<file path="src/rtl/alk_pkg.sv">
// Shared encodings for the ALK Q-register slice: Q operations, shift-in
// sources and multiply/divide loop modes.
package alk_pkg;

    typedef enum logic [2:0] {
        QOP_HOLD = 3'd0,
        QOP_LOAD = 3'd1,
        QOP_SL   = 3'd2,
        QOP_SR   = 3'd3,
        QOP_ROL  = 3'd4,
        QOP_ROR  = 3'd5
    } qop_e;

    typedef enum logic [2:0] {
        QSI_ZERO = 3'd0,
        QSI_ONE  = 3'd1,
        QSI_SHL  = 3'd2,
        QSI_SHR  = 3'd3,
        QSI_C32  = 3'd4,
        QSI_PSLC = 3'd5,
        QSI_WB31 = 3'd6,
        QSI_WB30 = 3'd7
    } qsi_e;

    typedef enum logic [1:0] {
        LOOP_NONE = 2'd0,
        LOOP_MUL  = 2'd1,
        LOOP_DIV  = 2'd2
    } loop_mode_e;

    // Number of shift-in sources the QSI encoding covers.
    localparam int QSI_COUNT = 8;

endpackage

</file>
<file path="src/rtl/alk_loop_ctr.sv">
// Multiply/divide step counter: produces LOOPF (counter nonzero) and a
// one-cycle done pulse after the counter reaches zero.
module alk_loop_ctr #(
    parameter int CNT_W = 6
) (
    input  logic             clk_h,
    input  logic             rst_l,
    input  logic             loop_start_h,
    input  logic [CNT_W-1:0] loop_cnt_h,
    input  logic             step_h,
    output logic             loopf_h,
    output logic             loop_done_h
);

    logic [CNT_W-1:0] cnt_q, cnt_d;
    logic             loopf_q, loopf_d;
    logic             done_q, done_d;

    // A start always wins over a step and restarts the loop; a zero count
    // is a zero-iteration loop that still reports done.
    always_comb begin
        cnt_d  = cnt_q;
        done_d = 1'b0;
        if (loop_start_h) begin
            cnt_d  = loop_cnt_h;
            done_d = (loop_cnt_h == '0);
        end else if (step_h && (cnt_q != '0)) begin
            cnt_d  = cnt_q - CNT_W'(1);
            done_d = (cnt_q == CNT_W'(1));
        end
        loopf_d = (cnt_d != '0);
    end

    always_ff @(posedge clk_h or negedge rst_l) begin
        if (!rst_l) begin
            cnt_q   <= '0;
            loopf_q <= 1'b0;
            done_q  <= 1'b0;
        end else begin
            cnt_q   <= cnt_d;
            loopf_q <= loopf_d;
            done_q  <= done_d;
        end
    end

    assign loopf_h     = loopf_q;
    assign loop_done_h = done_q;

endmodule

</file>
<file path="src/rtl/alk_qshift_seq.sv">
// ALK Q-register slice: Q register with load/shift/rotate, generalised
// shift-in source selection and a multiply/divide step loop.
module alk_qshift_seq
    import alk_pkg::*;
#(
    parameter int WIDTH = 32,
    parameter int CNT_W = 6,
    parameter int NSRC  = 8
) (
    input  logic             clk_h,
    input  logic             rst_l,
    input  logic [2:0]       q_op_h,
    input  logic [2:0]       sin_sel_h,
    input  logic [WIDTH-1:0] wb_in_h,
    input  logic             alu_sout_shl_h,
    input  logic             alu_sout_shr_h,
    input  logic             c32_in_h,
    input  logic             pslc_h,
    input  logic [1:0]       loop_mode_h,
    input  logic             loop_start_h,
    input  logic [CNT_W-1:0] loop_cnt_h,
    input  logic             step_h,
    output logic [WIDTH-1:0] q_h,
    output logic             q_sout_shl_h,
    output logic             q_sout_shr_h,
    output logic             q_sin_h,
    output logic             loopf_h,
    output logic             loop_done_h
);

    logic [WIDTH-1:0] q_q, q_d;
    logic [NSRC-1:0]  sin_src;
    logic             sel_bit;
    logic             sin;
    logic             mul_step, div_step;

    always_comb begin
        sin_src           = '0;
        sin_src[QSI_ZERO] = 1'b0;
        sin_src[QSI_ONE]  = 1'b1;
        sin_src[QSI_SHL]  = alu_sout_shl_h;
        sin_src[QSI_SHR]  = alu_sout_shr_h;
        sin_src[QSI_C32]  = c32_in_h;
        sin_src[QSI_PSLC] = pslc_h;
        sin_src[QSI_WB31] = wb_in_h[WIDTH-1];
        sin_src[QSI_WB30] = wb_in_h[WIDTH-2];
        sel_bit           = sin_src[sin_sel_h];
    end

    // Loop mode is sampled live each cycle; an active loop step overrides q_op_h.
    assign mul_step = loopf_h && step_h && (loop_mode_h == LOOP_MUL);
    assign div_step = loopf_h && step_h && (loop_mode_h == LOOP_DIV);

    always_comb begin
        q_d = q_q;
        sin = 1'b0;
        if (mul_step) begin
            sin = alu_sout_shr_h;
            q_d = {sin, q_q[WIDTH-1:1]};
        end else if (div_step) begin
            sin = c32_in_h;
            q_d = {q_q[WIDTH-2:0], sin};
        end else begin
            case (q_op_h)
                QOP_LOAD: q_d = wb_in_h;
                QOP_SL: begin
                    sin = sel_bit;
                    q_d = {q_q[WIDTH-2:0], sin};
                end
                QOP_SR: begin
                    sin = sel_bit;
                    q_d = {sin, q_q[WIDTH-1:1]};
                end
                QOP_ROL: begin
                    sin = q_q[WIDTH-1];
                    q_d = {q_q[WIDTH-2:0], sin};
                end
                QOP_ROR: begin
                    sin = q_q[0];
                    q_d = {sin, q_q[WIDTH-1:1]};
                end
                default: q_d = q_q;
            endcase
        end
    end

    always_ff @(posedge clk_h or negedge rst_l) begin
        if (!rst_l) begin
            q_q <= '0;
        end else begin
            q_q <= q_d;
        end
    end

    alk_loop_ctr #(
        .CNT_W(CNT_W)
    ) u_loop_ctr (
        .clk_h       (clk_h),
        .rst_l       (rst_l),
        .loop_start_h(loop_start_h),
        .loop_cnt_h  (loop_cnt_h),
        .step_h      (step_h),
        .loopf_h     (loopf_h),
        .loop_done_h (loop_done_h)
    );

    assign q_h          = q_q;
    assign q_sout_shl_h = q_q[WIDTH-1];
    assign q_sout_shr_h = q_q[0];
    assign q_sin_h      = sin;

endmodule

</file>
<file path="config.mk">
export PLATFORM = sky130hd
export DESIGN_NAME = alk_qshift_seq
export DESIGN_NICKNAME = d
export VERILOG_FILES = /design/src/rtl/alk_pkg.sv /design/src/rtl/alk_loop_ctr.sv /design/src/rtl/alk_qshift_seq.sv
export SDC_FILE = /design/constraint.sdc
export NUM_CORES = 1
export LEC_CHECK = 0
export BUFFER_PORTS_ARGS = -buffer_cell sky130_fd_sc_hd__clkbuf_2
export CAP_MARGIN = 20
export CORE_AREA = 2 2 79 96
export DETAILED_ROUTE_END_ITERATION = 8
export DIE_AREA = 0 0 81 98
export PLACE_DENSITY = 0.67
export SLEW_MARGIN = 20
export SYNTH_ARGS = -nofsm -noshare
export SYNTH_HDL_FRONTEND = slang
export SYNTH_SLANG_ARGS = --single-unit
</file>
<file path="constraint.sdc">
create_clock -name clk_h -period 2.2 [get_ports clk_h]
set_input_delay 0.22 -clock clk_h [delete_from_list [all_inputs] [get_ports clk_h]]
set_output_delay 0.22 -clock clk_h [all_outputs]
set_load 0.02 [all_outputs]
</file>
==> results of run 1 <==
## per-layer routing
layer,wire length (um),up-vias,part of all wire [%]
met2,4050,101,50
met5,0,-,0
met3,454,11,5.6
met4,133,0,1.6
met1,3510,1426,43
li1,-,1398,-
## state kept, by name (all words and copies together) (netlist names)
signal / count
q_h: 32
u_loop_ctr.cnt_q: 6
u_loop_ctr.loop_done_h: 1
u_loop_ctr.loopf_h: 1
## cell families (layout without fill, tap and decap cells)
kind of cell	after synthesis	after routing
AO/OA/AOI/OAI	132	132
AND/OR/NAND/NOR	104	104
flip-flops	40	40
buffers and inverters	37	121
adder cells (fa/ha/maj)	3	3
XOR/XNOR	2	2
multiplexers	1	1
## layout by cell type (no fill, tap or decap), types with 3 or more instances in the layout
master	netlist	layout
sky130_fd_sc_hd__clkbuf_2	0	90
sky130_fd_sc_hd__nand2_1	40	40
sky130_fd_sc_hd__dfrtp_1	40	40
sky130_fd_sc_hd__nor2_1	35	35
sky130_fd_sc_hd__o31ai_1	33	32
sky130_fd_sc_hd__a22o_1	30	30
sky130_fd_sc_hd__a221oi_1	29	29
sky130_fd_sc_hd__buf_4	3	18
sky130_fd_sc_hd__a21oi_1	11	11
sky130_fd_sc_hd__o21ai_0	7	6
sky130_fd_sc_hd__clkbuf_8	0	5
sky130_fd_sc_hd__inv_1	4	4
sky130_fd_sc_hd__nand2b_1	4	4
sky130_fd_sc_hd__nor2b_1	5	4
sky130_fd_sc_hd__a22oi_1	3	3
sky130_fd_sc_hd__o22ai_1	3	3
## Yosys cell counts (all sizes together)
library cell   n
a2111oi        1
a211o          2
a21boi         1
a21o           2
a21oi         11
a221o          1
a221oi        29
a22o          30
a22oi          3
a311oi         1
a31oi          2
and2           2
and3           1
and4b          1
buf            4
clkbuf        29
dfrtp         40
ha             3
inv            4
mux4           1
nand2         40
nand2b         4
nand3b         1
nand4b         1
nand4bb        1
nor2          35
nor2b          5
nor3           4
nor3b          1
nor4bb         1
o211ai         2
o21a           2
o21ai          7
o22ai          3
o311ai         1
o31ai         34
or2            1
or3            2
or4            3
or4b           1
xnor2          2
## power by group through the flow
| stage | Combinational, uW | Sequential [uW] | Clock [uW] |
|---|---|---|---|
| 2_1_floorplan | 474 | 1220 | 0 |
| 3_3_place_gp | 950 | 1100 | 0 |
| 3_5_place_dp | 965 | 1110 | 0 |
| 4_1_cts | 970 | 1090 | 629 |
| 5_1_grt | 1070 | 1120 | 658 |
| 6_report | 972 | 1100 | 622 |
## worst max path at each step
stage,startpoint,to,slack (ns),cells after the start
final,u_loop_ctr.cnt_q[0]$_DFF_PN0_,u_loop_ctr.loopf_h$_DFF_PN0_,0.02,5
after global routing,u_loop_ctr.cnt_q[0]$_DFF_PN0_,u_loop_ctr.loopf_h$_DFF_PN0_,-0.04,8
after detailed placement,u_loop_ctr.cnt_q[0]$_DFF_PN0_,u_loop_ctr.loopf_h$_DFF_PN0_,0.04,5
after floorplan,u_loop_ctr.cnt_q[2]$_DFF_PN0_,u_loop_ctr.loopf_h$_DFF_PN0_,0.14,5
after CTS,u_loop_ctr.cnt_q[0]$_DFF_PN0_,u_loop_ctr.loopf_h$_DFF_PN0_,0.02,5
after global placement,u_loop_ctr.cnt_q[1]$_DFF_PN0_,u_loop_ctr.loopf_h$_DFF_PN0_,0.07,5
## worst max-delay path, stage by stage (launching register included)
cell,delay [ns]
sky130_fd_sc_hd__dfrtp_1,0.43
sky130_fd_sc_hd__or4b_4,0.55
sky130_fd_sc_hd__o31ai_4,0.20
sky130_fd_sc_hd__o31ai_2,0.11
sky130_fd_sc_hd__a221o_1,0.36
sky130_fd_sc_hd__or4_4,0.41
## what timing repair did
| action | 4_1_cts | 5_1_grt |
|---|---|---|
| resized for setup | 0 | 4 |
| buffers inserted | 0 | 1 |
| setup endpoints to repair | 0 | 1 |
## area by class of cell
class,count,area share (%)
inverters,4,0.431
flip-flops and latches,40,28.7
clock inverters,3,1.36
multi-input cells,242,46.9
repair buffers,109,17.4
well taps,90,3.23
clock buffers,5,1.97
## per-stage QoR
stage / cells / setup slack (ns) / cell area, um^2 / TNS, ns
2_1_floorplan: 319 / 0.144 / 2740 / 0
3_3_place_gp: 484 / 0.0670 / 3340 / 0
3_5_place_dp: 484 / 0.0423 / 3340 / 0
4_1_cts: 492 / 0.0181 / 3460 / 0
5_1_grt: 493 / -0.0358 / 3490 / -0.0358
6_report: 493 / 0.0153 / 3490 / 0
==> reports/qor.log, run 1 <==
qor: synth.compound_gate_fraction_of_synth_area 37.4%
qor: floorplan.fp.dieH 98 um
qor: floorplan.core_area 0.00706 mm^2
qor: final_layout.synthToLayoutAreaGrowth 27.0%
qor: final_layout.multiInputGateArea 0.00164 mm^2
qor: final_layout.num_antenna_cells 0
qor: clock_tree.htreeDepth 2
qor: setup_path.worstSetupStartpointType register
qor: synth.synth_fa_ha_area_share 1.37%
qor: clock_tree.tritoncts_buffer_count 5
qor: global_routing.pin_count_of_the_biggest_net_entering_global_routing 45
qor: sta.timing.clock.skew 0.00705 ns
qor: power.switchingPower 1060 uW
qor: final_layout.drive_gt1_share 32.0%
qor: global_routing.groute.layer.met3.usage 3.88%
qor: global_routing.grt_pass1_wl 13,500 um
qor: global_routing.busiest_layer met2
qor: final_layout.postLayoutCoreUtil 49.4%
qor: power.seqPwrFrac 40.8%
qor: route.drt_first_pass_iters 4
qor: clock_tree.root_buffer sky130_fd_sc_hd__clkbuf_8
qor: synth.synth_cells 319
qor: sta.setup_violations 0
qor: route.wl_per_cell 16.5 um
qor: synth.synth_simple_gate_area_share 17.7%
qor: setup_path.worst_flop_to_flop_path_startpoint u_loop_ctr.cnt_q[0]$_DFF_PN0_
qor: sta.hold_ws -0.0237 ns
qor: sta.tightestPinTransition 0.527 ns
qor: clock_tree.cts_sinks 40
qor: synth.synth.ff_latch_count 40
qor: global_routing.grt_overflow_total 0
qor: floorplan.initial_utilization 38.9%
qor: synth.muxShareOfSynthArea 0.821%
qor: power.power.share.combinational 36.1%
qor: clock_tree.cts.clk_slew.worst_paths 0.08 ns
qor: power.power_leakage 0.00157 uW
qor: sta.total_count_of_max_transition_violations_in_the_final_report 0
qor: global_routing.antenna_found_initial 0
qor: clock_tree.cts-root-to-sink-buffers 2
qor: power.design_power_total 2690 uW
qor: placement.gp_routability_congestion 0.857
qor: power.power.share.switching 39.2%
qor: placement.io_buffers 90
qor: power.vdd_ir_drop_max 0.334 mV
qor: setup_path.worst-endpoint-arrival 2.35 ns
qor: outcome.failing_checks hold timing
qor: global_routing.globalRouteTotalUtil 20.9%
qor: synth.syn-num-nets 376
qor: final_layout.ff_latch_area 0.00100 mm^2
qor: route.detail_route.iter0.violations 180
qor: synth.seq_area_frac_synth 36.5%
qor: synth.synthesized_area_fraction_occupied_by_xor_and_xnor_cells 0.638%
qor: global_routing.met2_usage 34.4%
qor: route.num_vias 2,936
qor: route.drtAntennaViolNets 0
qor: route.drc_violations_left 0
qor: floorplan.die_w 81 um
qor: sta.maximum_clock_frequency 458 MHz
qor: setup_path.reg2reg_setup_slack 0.02 ns
qor: synth.synthTopCellsByArea sky130_fd_sc_hd__dfrtp_1 36%, sky130_fd_sc_hd__a22o_1 9.6%, sky130_fd_sc_hd__a221oi_1 9.3%
qor: setup_path.worst-r2r-cell-count 5
qor: setup_path.worst-path-max-fanout 4
qor: setup_path.timing_worst_setup_path_type register to register
qor: synth.synthesis.yosys.warnings 0
qor: synth.synth_top_area_share 36.5%
qor: sta.min_period_over_period 99.3%
qor: sta.slew-limit-headroom 64.9%
qor: synth.synth_area_leader_cell sky130_fd_sc_hd__dfrtp_1
qor: floorplan.io_pins 91
qor: route.detail_route.vias_per_cell 5.96
qor: global_routing.met1_track_demand_over_resource 27.4%
qor: placement.place.detailed.hpwl 5830 um
qor: global_routing.grt_pass1_vias 2,855
qor: synth.combined_area_of_all_synthesized_cells 0.00274 mm^2
qor: clock_tree.clock_tree_from_tritoncts built
qor: setup_path.worst-endpoint-required 2.37 ns
qor: final_layout.finish.net_count 459
qor: synth.ys_types 43
qor: floorplan.die_area 0.00794 mm^2
qor: outcome.outcome complete, but fails checks
qor: final_layout.fillcell_total 698
qor: synth.synth_top_family_by_area compound AO/OA/AOI/OAI gates
qor: clock_tree.holdBufCountCts 0
qor: synth.postSynthAreaPerCell 8.60 um^2
qor: setup_path.end_kind register
qor: sta.timing.final.hold_violations 32
qor: sta.final.min_clock_period 2.18 ns
qor: floorplan.core.rowCount 34
qor: route.drt_wl_total 8150 um
qor: setup_path.timing.rr.end u_loop_ctr.loopf_h$_DFF_PN0_
qor: sta.rsz0062_at_grt true
qor: clock_tree.worst_skew_pair.late_latency 0.30 ns
qor: flow_run.cap_violations 0
qor: power.powerDensity 772 mW/mm^2
qor: power.intPower 1630 uW
qor: min_path.worstHoldPathType input port to asynchronous set/reset pin
qor: power.power_frac_clock 23.1%
Note: power is estimated with default switching activity, not from simulation.
==> run 2, diff against run 1 <==
- CELL_PAD_IN_SITES_DETAIL_PLACEMENT: not set -> 0
- CELL_PAD_IN_SITES_GLOBAL_PLACEMENT: not set -> 1
- CORE_AREA: 2 2 79 96 -> 2 2 100 92
- DIE_AREA: 0 0 81 98 -> 0 0 102 94
- PLACE_DENSITY: 0.67 -> 0.74
==> run 2 against run 1 <==
  * The run now ends clean
  * Die area rose by 21%
  * Clock skew down 0.0010 ns
  * Combinational power is 0.9% higher
  * Hold slack improved by 0.19 ns
  * Global-route usage down 2.9 points
  * Highest routed layer unchanged
  * Sequential power about the same
  * Via count decreased by 1.7%
  * Cell count increased by 5.9%
  * Clock-buffer cell count is 1 higher
  * First-iteration DRC count is 7.2% lower
  * Fmax grew 2.7%
  * Critical path type unchanged
  * Setup slack gained 0.058 ns
==> reports/qor.log, run 2 (synthesis results as in run 1) <==
qor: outcome.outcome complete, no violations
qor: placement.io_buffers 90 [unchanged]
qor: flow_run.cap_violations 0 [unchanged]
qor: sta.rsz0062_at_grt true
qor: sta.maximum_clock_frequency 470 MHz [+2.7%]
qor: clock_tree.worst_skew_pair.late_latency 0.29 ns [about the same]
qor: sta.slew-limit-headroom 59.8% [-5.1 points]
qor: floorplan.die_w 102 um [+26%]
qor: global_routing.globalRouteTotalUtil 18.0% [-2.9 points]
qor: sta.total_count_of_max_transition_violations_in_the_final_report 0 [unchanged]
qor: floorplan.core_area 0.00849 mm^2 [+20%]
qor: setup_path.reg2reg_setup_slack 0.07 ns [+0.06 ns]
qor: setup_path.worst-endpoint-required 2.37 ns [about the same]
qor: floorplan.initial_utilization 32.3% [-6.5 points]
qor: floorplan.core.rowCount 32 [-5.9%]
qor: placement.place.detailed.hpwl 6010 um [+3.1%]
qor: global_routing.grt_pass1_vias 2,588 [-9.4%]
qor: final_layout.num_antenna_cells 0 [unchanged]
qor: clock_tree.root_buffer sky130_fd_sc_hd__clkbuf_8
qor: final_layout.drive_gt1_share 31.8% [-0.25 points]
qor: route.wl_per_cell 16.3 um [-1.1%]
qor: setup_path.worstSetupStartpointType register
qor: final_layout.fin_area 0.00353 mm^2 [+1.2%]
qor: sta.tightestPinTransition 0.600 ns [+0.0733 ns]
qor: floorplan.io_pins 91 [unchanged]
qor: final_layout.instances_no_fill 522 [+5.9%]
qor: sta.timing.final.hold_violations 0 [-100%]
qor: clock_tree.cts.clk_slew.worst_paths 0.08 ns [about the same]
qor: route.detail_route.vias_per_cell 5.53 [-7.1%]
qor: route.num_vias 2,887 [-1.7%]
qor: sta.final.min_clock_period 2.13 ns [-0.0581 ns]
qor: global_routing.grt_overflow_total 0 [unchanged]
qor: final_layout.mostFrequentLayoutCells 90 x sky130_fd_sc_hd__clkbuf_2, 40 x sky130_fd_sc_hd__nand2_1, 40 x sky130_fd_sc_hd__dfrtp_1
qor: setup_path.timing_worst_setup_path_type register to register
qor: setup_path.worst_flop_to_flop_path_startpoint u_loop_ctr.cnt_q[0]$_DFF_PN0_
qor: sta.tns 0 ns [unchanged]
qor: clock_tree.tritoncts_buffer_count 5 [unchanged]
qor: sta.setup_violations 0 [unchanged]
qor: final_layout.largest_register_ffs 32 [unchanged]
qor: placement.placement.cell_area 0.00338 mm^2 [+1.2%]
qor: final_layout.postLayoutCoreUtil 41.6% [-7.8 points]
qor: route.detail_route.iter0.violations 167 [-7.2%]
qor: route.drtAntennaViolNets 0 [unchanged]
qor: setup_path.worst-r2r-cell-count 5 [unchanged]
qor: route.drc_violations_left 0 [unchanged]
qor: clock_tree.htreeDepth 2 [unchanged]
qor: final_layout.finish.net_count 459 [unchanged]
qor: setup_path.cpMaxStageDelayCell sky130_fd_sc_hd__or4b_4
qor: floorplan.die_area 0.00959 mm^2 [+21%]
qor: min_path.worstHoldPathType input port to register
qor: global_routing.antenna_found_initial 0 [unchanged]
qor: clock_tree.clock_tree_from_tritoncts built
qor: power.powerDensity 740 mW/mm^2 [-4.2%]
qor: global_routing.grt_pass1_wl 13,500 um [+0.42%]
qor: setup_path.timing.rr.end u_loop_ctr.loopf_h$_DFF_PN0_
qor: placement.inst_count_dp 512 [+5.8%]
qor: setup_path.worst-path-max-fanout 4 [unchanged]
qor: route.drt_first_pass_iters 4 [unchanged]
qor: setup_path.setup.worst_path.start u_loop_ctr.cnt_q[0]$_DFF_PN0_
qor: power.power_leakage 0.00156 uW [-0.80%]
qor: final_layout.synthToLayoutAreaGrowth 28.5%
qor: final_layout.mostFrequentLayoutCell sky130_fd_sc_hd__clkbuf_2
qor: global_routing.pin_count_of_the_biggest_net_entering_global_routing 36 [-20%]
qor: setup_path.worst-endpoint-arrival 2.30 ns [-0.05 ns]
qor: placement.gp_routability_congestion 0.825 [-3.7%]
qor: clock_tree.cts_sinks 40 [unchanged]
qor: route.drt_wl_total 8530 um [+4.7%]
qor: setup_path.end_kind register
qor: setup_path.critPathCapture u_loop_ctr.loopf_h$_DFF_PN0_
qor: sta.min_period_over_period 96.7% [-2.6 points]
qor: setup_path.cp_cell_sequence or4b_4, o31ai_4, o31ai_2, a221o_1, or4_1
qor: clock_tree.cts-root-to-sink-buffers 2 [unchanged]
qor: floorplan.fp.dieH 94 um [-4.1%]
qor: power.vdd_ir_drop_max 0.248 mV [-26%]
qor: setup_path.slowest_delay 0.59 ns [+0.04 ns]
qor: sta.timing.clock.skew 0.00601 ns [-0.00105 ns]
[run 2: worst min-delay path by stage]
stage / startpoint / to / slack [ns] / cells after the start
final: loop_cnt_h[2] / u_loop_ctr.cnt_q[2]$_DFF_PN0_ / 0.16 / 3
after global routing: loop_cnt_h[2] / u_loop_ctr.cnt_q[2]$_DFF_PN0_ / 0.17 / 3
after CTS: loop_cnt_h[2] / u_loop_ctr.cnt_q[2]$_DFF_PN0_ / 0.16 / 3
after detailed placement: rst_l / q_h[23]$_DFFE_PN0P_ / 0.22 / 2
after global placement: rst_l / q_h[23]$_DFFE_PN0P_ / 0.22 / 2
after floorplan: rst_l / q_h[0]$_DFFE_PN0P_ / -0.08 / 0
[run 2: worst max-delay path: cells and delay by family (launching register included)]
kind             cells  cell delay [ns]
AND/OR/NAND/NOR      2             0.98
AO/OA/AOI/OAI        3             0.65
flip-flops           1             0.38
[run 2: routing by layer]
layer	vias up	part of all wire (%)	track usage (%)
met2	97	46	26.3
met4	0	0.52	3.78
met1	1390	47	27.3
li1	1396	-	-
met5	-	0	0
met3	4	6.7	3.50
[run 2: metrics by stage]
step / total power, uW / hold slack [ns] / setup WS (ns)
2_1_floorplan: 1690 / -0.0756 / 0.144
3_3_place_gp: 2070 / 0.222 / 0.108
3_5_place_dp: 2080 / 0.222 / 0.107
4_1_cts: 2620 / 0.162 / 0.0829
5_1_grt: 2800 / 0.166 / -0.0383
6_report: 2610 / 0.165 / 0.0733
[run 2: cell type report]
type	instances	area, um^2
clock buffers	6	82.6
clock inverters	2	15.0
fillers	891	4960
inverters	4	15.0
multi-input cells	242	1640
flip-flops and latches	40	1000
well taps	119	149
repair buffers	109	621
[run 2: report_power, final]
part	internal, uW	switching [uW]	total, uW
combinational	419	561	981
clock	254	269	523
sequential	880	226	1110
total	1550	1060	2610
[run 2: repair_timing]
action	in CTS	in global routing
endpoints found under the hold margin	40	0
hold buffers	1	0
endpoints found under the setup margin	0	1
gates resized for setup	0	7
buffers inserted	0	1
==> run 3, diff against run 2 <==
- ABC_AREA: not set -> 1
- CORE_AREA: 2 2 100 92 -> 2 2 108 99
- DIE_AREA: 0 0 102 94 -> 0 0 110 101
- PLACE_DENSITY: 0.74 -> not set
- PLACE_DENSITY_LB_ADDON: not set -> 0.1
==> run 3 against run 2 <==
  * The run now ends with hold timing left
  * Clock power grew 63%
  * Critical path depth grew 2
  * First-iteration DRC count shrank 16%
  * Flip-flop and latch count is the same
  * Highest routed layer unchanged
==> reports/qor.log, run 3 <==
qor: placement.place.detailed.hpwl 6990 um [+16%]
qor: floorplan.io_pins 91 [unchanged]
qor: floorplan.initial_utilization 32.2% [-0.15 points]
qor: floorplan.fp.dieH 101 um [+7.4%]
qor: setup_path.worst-r2r-cell-count 9 [+4]
qor: floorplan.core_area 0.0100 mm^2 [+18%]
qor: route.drc_violations_left 0 [unchanged]
qor: synth.synth_most_common_cell sky130_fd_sc_hd__nand2_1
qor: sta.setup_violations 0 [unchanged]
qor: power.power_leakage 0.00210 uW [+34%]
qor: power.design_power_total 3040 uW [+16%]
qor: sta.hold_ws -0.0109 ns [-0.176 ns]
qor: final_layout.num_antenna_cells 0 [unchanged]
qor: synth.postSynthAreaPerCell 6.33 um^2 [-26%]
qor: synth.synthArstFlopShare 100% [unchanged]
qor: min_path.worstHoldPathType input port to asynchronous set/reset pin
qor: final_layout.finish.net_count 646 [+41%]
qor: clock_tree.htreeDepth 2 [unchanged]
qor: synth.synth-edff-count 0 [unchanged]
qor: synth.synthTopCellsByArea sky130_fd_sc_hd__dfrtp_1 31%, sky130_fd_sc_hd__nand2_1 22%, sky130_fd_sc_hd__nand3_1 6.8%
qor: sta.final.min_clock_period 1.85 ns [-0.282 ns]
qor: flow_run.cap_violations 0 [unchanged]
qor: setup_path.worst-endpoint-arrival 1.63 ns [-0.67 ns]
qor: sta.timing.clock.skew 0.0142 ns [+0.00822 ns]
qor: sta.tns 0 ns [unchanged]
qor: route.detail_route.iter0.violations 141 [-16%]
qor: route.drt_wl_total 10,300 um [+21%]
qor: synth.syn-num-nets 567 [+51%]
qor: setup_path.worst-path-max-fanout 17 [+13]
qor: placement.pre_cts_ws 0.426 ns [+0.318 ns]
qor: synth.ys_dominant_reg_cell sky130_fd_sc_hd__dfrtp_1
qor: clock_tree.worst_skew_pair.late_latency 0.30 ns [about the same]
qor: floorplan.die_area 0.0111 mm^2 [+16%]
qor: final_layout.postLayoutCoreUtil 39.3% [-2.3 points]
qor: setup_path.worst-endpoint-required 1.98 ns [-0.39 ns]
qor: sta.total_count_of_max_transition_violations_in_the_final_report 0 [unchanged]
qor: sta.timing.final.hold_violations 22 [+22]
qor: setup_path.timing.rr.end u_loop_ctr.loopf_h$_DFF_PN0_
qor: route.detail_route.vias_per_cell 4.90 [-11%]
qor: route.num_vias 3,524 [+22%]
qor: final_layout.largest_register_ffs 32 [unchanged]
qor: clock_tree.cts_sinks 40 [unchanged]
qor: sta.maximum_clock_frequency 542 MHz [+15%]
qor: route.wl_per_cell 14.3 um [-12%]
qor: sta.tightestPinTransition 0.615 ns [+0.0153 ns]
qor: final_layout.mostFrequentLayoutCells 193 x sky130_fd_sc_hd__nand2_1, 90 x sky130_fd_sc_hd__clkbuf_2, 54 x sky130_fd_sc_hd__inv_1
qor: synth.synthesis.yosys.warnings 0 [unchanged]
qor: global_routing.grt_pass1_wl 17,100 um [+27%]
qor: global_routing.grt_pass1_vias 3,400 [+31%]
qor: global_routing.grt_overflow_total 0 [unchanged]
qor: final_layout.synthToLayoutAreaGrowth 22.0%
qor: clock_tree.clock_tree_from_tritoncts built
qor: power.vdd_ir_drop_max 0.256 mV [+3.1%]
qor: global_routing.globalRouteTotalUtil 19.4% [+1.4 points]
qor: route.drt_first_pass_iters 4 [unchanged]
qor: clock_tree.post_cts_resized 0 [unchanged]
qor: clock_tree.root_buffer sky130_fd_sc_hd__clkbuf_8
qor: final_layout.drive_gt1_share 22.5% [-9.2 points]
qor: clock_tree.holdBufCountCts 0 [-1]
qor: synth.combined_area_of_all_synthesized_cells 0.00323 mm^2 [+18%]
qor: clock_tree.cts.clk_slew.worst_paths 0.08 ns [about the same]
qor: sta.min_period_over_period 83.9% [-13 points]
qor: setup_path.reg2reg_setup_slack 0.39 ns [+0.32 ns]
qor: floorplan.die_w 110 um [+7.8%]
qor: placement.gp_routability_congestion 0.858 [+4.0%]
qor: outcome.outcome complete, but fails checks
qor: synth.synthTopCellsByCount 193 x sky130_fd_sc_hd__nand2_1, 54 x sky130_fd_sc_hd__inv_1, 44 x sky130_fd_sc_hd__nand3_1
qor: synth.synth.ff_latch_count 40 [unchanged]
qor: floorplan.core.rowCount 35 [+9.4%]
qor: power.powerDensity 771 mW/mm^2 [+4.2%]
qor: global_routing.antenna_found_initial 0 [unchanged]
qor: setup_path.worst_flop_to_flop_path_startpoint u_loop_ctr.cnt_q[0]$_DFF_PN0_
qor: global_routing.pin_count_of_the_biggest_net_entering_global_routing 41 [+14%]
qor: synth.seq_area_frac_synth 31.0% [-5.5 points]
qor: setup_path.worstSetupStartpointType register
qor: synth.ys_types 31 [-28%]
qor: sta.finalWorstSetupSlack 0.355 ns [+0.282 ns]
qor: synth.synth_cells 510 [+60%]
qor: route.drtAntennaViolNets 0 [unchanged]
qor: final_layout.mostFrequentLayoutCell sky130_fd_sc_hd__nand2_1
qor: setup_path.end_kind output port
qor: placement.io_buffers 90 [unchanged]
qor: setup_path.timing_worst_setup_path_type register to output port
qor: synth.synth_area_leader_cell sky130_fd_sc_hd__dfrtp_1
qor: sta.slew-limit-headroom 58.9% [-0.90 points]
qor: clock_tree.post_cts_buffers 0 [unchanged]
qor: clock_tree.cts-root-to-sink-buffers 2 [unchanged]
qor: clock_tree.tritoncts_buffer_count 5 [unchanged]
qor: outcome.failing_checks hold timing
qor: synth.synth_top_area_share 31.0% [-5.5 points]
qor: sta.rsz0062_at_grt false
==> run 3: cell types whose count changed after synthesis, moves of 29 or more <==
cell                       previous run  this run
sky130_fd_sc_hd__nand2_1             40       193
sky130_fd_sc_hd__a221oi_1            29         0
sky130_fd_sc_hd__inv_1                4        54
sky130_fd_sc_hd__a22o_1              30         0
sky130_fd_sc_hd__nand3_1              0        44
sky130_fd_sc_hd__o31ai_1             33         0
==> run 3: logic make-up after synthesis <==
family / synth area share, %
simple gates: 33.9
compound gates: 20.9
xor+xnor: 0.814
flops: 31.0
fa+ha+maj: 1.16
buf+inv: 12.2
==> run 3: final cells by class <==
cell class | instances | area [um^2]
fillers | 1143 | 6090
multi-input cells | 381 | 1830
flip-flops and latches | 40 | 1000
repair buffers | 101 | 558
inverters | 60 | 225
well taps | 129 | 161
clock inverters | 3 | 90.1
clock buffers | 5 | 68.8
==> run 3: worst max-delay path, cell delays in order, from the launching register on <==
cell	delay, ns
sky130_fd_sc_hd__dfrtp_1	0.35
sky130_fd_sc_hd__nand2_1	0.11
sky130_fd_sc_hd__nor2_2	0.26
sky130_fd_sc_hd__inv_1	0.09
sky130_fd_sc_hd__buf_4	0.21
sky130_fd_sc_hd__nor2_1	0.10
sky130_fd_sc_hd__a21oi_1	0.04
sky130_fd_sc_hd__clkbuf_2	0.17
==> run 3: power breakdown <==
part           internal [uW]  leakage (uW)  switching, uW
Clock                    568     0.0000784            282
Combinational            384       0.00153            745
Sequential               880      0.000484            177
Total                   1830       0.00210           1200
==> run 3: how the worst max path moves through the flow <==
| stage | start | end | slack (ns) | cells after the start |
|---|---|---|---|---|
| after global routing | u_loop_ctr.cnt_q[0]$_DFF_PN0_ | u_loop_ctr.loopf_h$_DFF_PN0_ | 0.13 | 11 |
| after CTS | u_loop_ctr.loopf_h$_DFF_PN0_ | q_sin_h | 0.32 | 7 |
| final | u_loop_ctr.loopf_h$_DFF_PN0_ | q_sin_h | 0.35 | 7 |
| after floorplan | u_loop_ctr.loopf_h$_DFF_PN0_ | q_sin_h | 0.60 | 6 |
| after global placement | u_loop_ctr.cnt_q[0]$_DFF_PN0_ | u_loop_ctr.loopf_h$_DFF_PN0_ | 0.42 | 9 |
| after detailed placement | u_loop_ctr.cnt_q[0]$_DFF_PN0_ | u_loop_ctr.loopf_h$_DFF_PN0_ | 0.43 | 11 |
==> run 3: layer usage <==
layer	vias to the layer above	track usage, %	wire length [um]
li1	1810	-	-
met1	1635	27.6	5070
met2	74	31.8	4720
met3	5	2.20	463
met4	0	3.60	59
met5	-	0	0
==> run 3: through the flow <==
stage / instances / hold WS, ns / instance area, um^2
final: 719 / -0.0109 / 3940
after global routing: 719 / 0.0402 / 3940
after CTS: 719 / 0.000781 / 3940
after detailed placement: 711 / 0.332 / 3780
after global placement: 711 / 0.327 / 3780
after floorplan: 510 / -0.0756 / 3230
